<file path="src/rtl/fetch_sequencer.sv">
// Instruction fetch controller: two byte reads over a req/ack memory port,
// assembled into a 16-bit instruction presented under a valid/ready handshake.
module fetch_sequencer #(
  parameter int ADDR_W   = 16,
  parameter int MAX_WAIT = 15
) (
  input  logic              clk,
  input  logic              rst,
  input  logic [ADDR_W-1:0] pc,
  input  logic              pc_valid,
  output logic              pc_ready,
  input  logic              flush,
  output logic [15:0]       inst,
  output logic              inst_valid,
  input  logic              inst_ready,
  output logic [ADDR_W-1:0] mem_addr,
  output logic              mem_req,
  input  logic              mem_ack,
  input  logic [7:0]        mem_rdata,
  output logic              busy,
  output logic              timeout
);

  typedef enum logic [2:0] {IDLE, REQ_LO, REQ_HI, HOLD, ERR} state_t;

  localparam logic [7:0] WAIT_LAST = 8'(MAX_WAIT - 1);

  state_t            state, state_nxt;
  logic [ADDR_W-1:0] addr_nxt;
  logic              req_nxt;
  logic [15:0]       inst_nxt;
  logic              ivld_nxt;
  logic [7:0]        cnt, cnt_nxt;
  logic              tmo_nxt;
  logic [7:0]        lo_byte, lo_nxt;
  logic              take;
  logic              ack;

  // pc_ready is forced low while reset is held so nothing is offered mid-reset.
  assign pc_ready = rst & (state == IDLE) & ~timeout;
  assign take     = pc_valid & pc_ready & ~flush;
  assign ack      = mem_req & mem_ack;

  always_comb begin
    state_nxt = state;
    addr_nxt  = mem_addr;
    req_nxt   = mem_req;
    inst_nxt  = inst;
    ivld_nxt  = inst_valid;
    cnt_nxt   = cnt;
    tmo_nxt   = timeout;
    lo_nxt    = lo_byte;
    case (state)
      IDLE: begin
        if (take) begin
          state_nxt = REQ_LO;
          addr_nxt  = pc;
          req_nxt   = 1'b1;
          cnt_nxt   = '0;
        end
      end
      REQ_LO: begin
        if (ack) begin
          lo_nxt    = mem_rdata;
          addr_nxt  = mem_addr + ADDR_W'(1);
          state_nxt = REQ_HI;
          cnt_nxt   = '0;
        end else begin
          cnt_nxt = cnt + 8'd1;
          if (cnt == WAIT_LAST) begin
            state_nxt = ERR;
            req_nxt   = 1'b0;
            tmo_nxt   = 1'b1;
          end
        end
      end
      REQ_HI: begin
        if (ack) begin
          inst_nxt  = {mem_rdata, lo_byte};
          req_nxt   = 1'b0;
          ivld_nxt  = 1'b1;
          state_nxt = HOLD;
        end else begin
          cnt_nxt = cnt + 8'd1;
          if (cnt == WAIT_LAST) begin
            state_nxt = ERR;
            req_nxt   = 1'b0;
            tmo_nxt   = 1'b1;
          end
        end
      end
      HOLD: begin
        if (inst_ready) begin
          ivld_nxt  = 1'b0;
          state_nxt = IDLE;
        end
      end
      ERR: begin
        req_nxt = 1'b0;
      end
      default: state_nxt = IDLE;
    endcase
    // Branch redirect overrides everything, including a same-cycle ack.
    if (flush) begin
      state_nxt = IDLE;
      req_nxt   = 1'b0;
      ivld_nxt  = 1'b0;
      cnt_nxt   = '0;
      tmo_nxt   = 1'b0;
      inst_nxt  = inst;
      lo_nxt    = lo_byte;
    end
  end

  always_ff @(posedge clk or negedge rst) begin
    if (!rst) begin
      state      <= IDLE;
      mem_addr   <= '0;
      mem_req    <= 1'b0;
      inst       <= '0;
      inst_valid <= 1'b0;
      cnt        <= '0;
      timeout    <= 1'b0;
      busy       <= 1'b0;
    end else begin
      state      <= state_nxt;
      mem_addr   <= addr_nxt;
      mem_req    <= req_nxt;
      inst       <= inst_nxt;
      inst_valid <= ivld_nxt;
      cnt        <= cnt_nxt;
      timeout    <= tmo_nxt;
      busy       <= (state_nxt != IDLE);
    end
  end

  // Low byte is pure datapath; it is only read after being captured.
  always_ff @(posedge clk) begin
    lo_byte <= lo_nxt;
  end

endmodule

</file>
<file path="config.mk">
export PLATFORM = sky130hd
export DESIGN_NAME = fetch_sequencer
export DESIGN_NICKNAME = d
export VERILOG_FILES = /design/src/rtl/fetch_sequencer.sv
export SDC_FILE = /design/constraint.sdc
export NUM_CORES = 1
export LEC_CHECK = 0
export ABC_CLOCK_PERIOD_IN_PS = 2600
export BUFFER_PORTS_ARGS = -buffer_cell sky130_fd_sc_hd__buf_2
export CORE_MARGIN = 2
export CORE_UTILIZATION = 54
export DETAILED_ROUTE_END_ITERATION = 10
export GPL_TIMING_DRIVEN = 0
export PLACE_DENSITY = 0.85
export SETUP_SLACK_MARGIN = 0.5
export SYNTH_ARGS = -nofsm -noshare
export SYNTH_HDL_FRONTEND = slang
export SYNTH_SLANG_ARGS = --single-unit
</file>
<file path="constraint.sdc">
create_clock -name clk -period 2.6 [get_ports clk]
set_input_delay 0.26 -clock clk [delete_from_list [all_inputs] [get_ports clk]]
set_output_delay 0.26 -clock clk [all_outputs]
set_load 0.02 [all_outputs]
</file>
==> run metrics <==
status complete, no violations; area grow syn2layout 20.2%; Distinct cells, synth between 50 and 60; CP Buf/Inv Count 2; clk buf depth 2; Worst-Margin Slew 0.640 ns; largest net degree at the start of global routing 48; Post-synth top flop dfrtp_1; CP delay by family, top buffers and inverters; # setup viols final 0; row count 26; Worst R2R Setup Slack approximately 0.64 ns; Post-synth EDFFs 8; post-DR vias/cell 6.15; Critical Path Start mem_req; CTS sink cnt 55; Core Area 5110 um^2; port bufs 66; hpwl dp 4.94 mm; r2r worst-path depth 6; drc violations 0; first-pass GRT wire length 11.5 mm; Initial Util ~56%; initial antenna violation count 0; setup ws final around 0.64 ns; Worst Hold Class primary input to flop; # diodes 0; H-tree levels 2; FF-to-FF Start mem_req; Worst Skew about 0.012 ns; Critical Path AT 2.20 ns; DIE AREA 5900 um^2; clock root buffer clkbuf_8; Worst Setup Start Kind flop; share of the yosys chip area belonging to registers 49.5%; Period minus WS final 1.96 ns; height of the chip approximately 77 um; # IOs 67; CP endpoint kind flop; Final Cycle Share between 70% and 80%; yosys warns 0; Final TNS setup 0 ns; CTS tree built; TritonRoute pass-1 iters 6; RSZ-0062 raised after global routing true; max cap viols 0; CP Class flop to flop; Avg WL per Cell 16.6 um; Die W between 70 and 80 um; final hold violation count 0; CP required 2.84 ns; crit path max fanout 10; CP max stage cell dfrtp_1; PD cells 614 nW/um^2; fillers roughly 420; CP Cell Sequence and2_1 > clkbuf_1 > a22oi_1 > clkbuf_2 > a21oi_1 > mux2i_1; cell count after synthesis 281; layout cells sized above 1 between 30% and 40%; via count 2,639; Critical Path End mem_addr[0]; syn avg cell area 10.2 um^2; hold path start mem_rdata[4]; Final ANT Viol Nets 0; DP Worst Slack approximately 0.086 ns; Slew HR 56.9%; GR Util All Layers 24.5%; vias in the first global route 2,361; Critical Path Stages 6; Final Hold Slack 0.123 ns; utilization after layout about two thirds; nets 391; Reg2Reg Capture Point mem_addr[0]; Peak Freq 510 MHz; number of slew-limit violations in the final report 0; flops & latches, synth 55; Post-synth ARST share 85.5%; CTS buffer count 5; Synthesized Nets 314; CP peak stage delay 0.46 ns; Static Leak around 0.0016 uW; Clock Latency Late Sink 0.32 ns; gpl congestion 0.894; drt total wl 7.14 mm; Post-Synthesis Cell Area 2860 um^2; Initial DRC Count 391; Max VDD drop 0.335 mV; GR Overflow Total 0; Reg clk slew, reported paths 0.11 ns
## worst min path at each step
| stage | end | slack, ns | depth (start not counted) |
|---|---|---|---|
| after floorplan | busy | -0.04 | 0 |
| after global placement | lo_byte[2] | 0.45 | 1 |
| after global routing | lo_byte[2] | 0.10 | 1 |
| after CTS | lo_byte[4] | 0.12 | 1 |
| final | lo_byte[4] | 0.12 | 1 |
| after detailed placement | lo_byte[4] | 0.45 | 1 |
## cell type report
| class | count | area, um^2 | area share [%] |
|---|---|---|---|
| timing repair buffer | 70 | 385 | 11.2 |
| clock inverter | 3 | 27.5 | 0.800 |
| buffer | 17 | 81.3 | 2.36 |
| tap | 70 | 87.6 | 2.55 |
| sequential | 55 | 1420 | 41.2 |
| multi-input combinational | 206 | 1360 | 39.6 |
| clock buffer | 5 | 68.8 | 2.00 |
| inverter | 3 | 11.3 | 0.327 |
## routing by layer
metal | part of all wire [%] | vias up | global-route usage, %
li1 | - | 1210 | -
met1 | 42 | 1272 | 33.9
met2 | 49 | 138 | 39.2
met3 | 7.2 | 19 | 4.35
met4 | 1.6 | 0 | 8.36
met5 | 0 | - | 0
## metrics by stage
step / area (um^2) / power (uW) / cells
floorplan: 2860 / 1390 / 281
global placement: 3280 / 1580 / 417
finish: 3440 / 2110 / 429
detailed placement: 3280 / 1600 / 417
CTS: 3420 / 2110 / 427
global route: 3440 / 2210 / 429
## logic make-up after synthesis
logic type	Yosys count	synth area share [%]
and+or+nand+nor	108	21.1
AOI/OAI and AO/OA	77	18.0
DFF	55	49.5
buffers and inverters	20	3.15
muxes	17	6.65
adders and majority gates	3	1.31
xor gates and xnor gates	1	0.306
## power breakdown
part	total, uW	switching [uW]	internal [uW]
sequential	1080	125	956
clock	514	313	200
combinational	518	321	197
total	2110	760	1350
## sequential cells by signal, indices dropped and copies added, names as in the netlist
signal	flops
state	3
lo_byte	8
cnt	8
busy	1
mem_req	1
mem_addr	16
inst_valid	1
timeout	1
inst	16
## cell usage in the layout (no fill, tap or decap), types with 3 or more instances in the layout
cell / Yosys / final
a21oi_1: 25 / 25
a22oi_1: 4 / 4
a31oi_1: 4 / 4
and2_1: 4 / 4
and3_1: 6 / 6
buf_2: 6 / 71
buf_4: 0 / 3
clkbuf_1: 10 / 8
clkbuf_8: 0 / 5
dfrtp_1: 47 / 47
edfxtp_1: 8 / 8
ha_1: 3 / 3
inv_1: 3 / 3
mux2_2: 16 / 16
nand2_1: 18 / 18
nand2b_1: 7 / 7
nand3_1: 13 / 13
nand3b_1: 5 / 5
nand4_1: 6 / 6
nand4b_1: 4 / 4
nor2_1: 20 / 19
nor3_1: 4 / 4
nor3b_1: 5 / 4
nor4_1: 3 / 3
o21ai_0: 8 / 8
o21ai_1: 9 / 9
o2bb2ai_1: 3 / 3
or4_1: 3 / 3
## cells in the mapped netlist (all sizes together) (3+ instances only)
cell	number	area, um^2
nand2b	7	43.8
nand4b	4	35.0
dfrtp	47	1180
o21ai	17	85.1
nor4	3	18.8
inv	3	11.3
nand3b	5	37.5
nand3	13	65.1
buf	7	41.3
mux2	16	180
o2bb2ai	4	53.8
clkbuf	10	37.5
nor3b	5	37.5
and3	6	37.5
nor2	20	75.1
nor3	4	20.0
and2	4	25.0
a22oi	4	30.0
a21oi	26	134
or4	3	22.5
edfxtp	8	240
nand2	18	67.6
nand4	6	37.5
a31oi	4	25.0
ha	3	37.5
## repair_timing
action	CTS	global route
buffers inserted	0	2
gates cloned	0	0
endpoints found under the setup margin	13	18
pin swaps	0	1
hold buffers	2	0
hold endpoints to repair	47	0
gates resized for setup	3	4
Power figures use the tool's default switching activity.
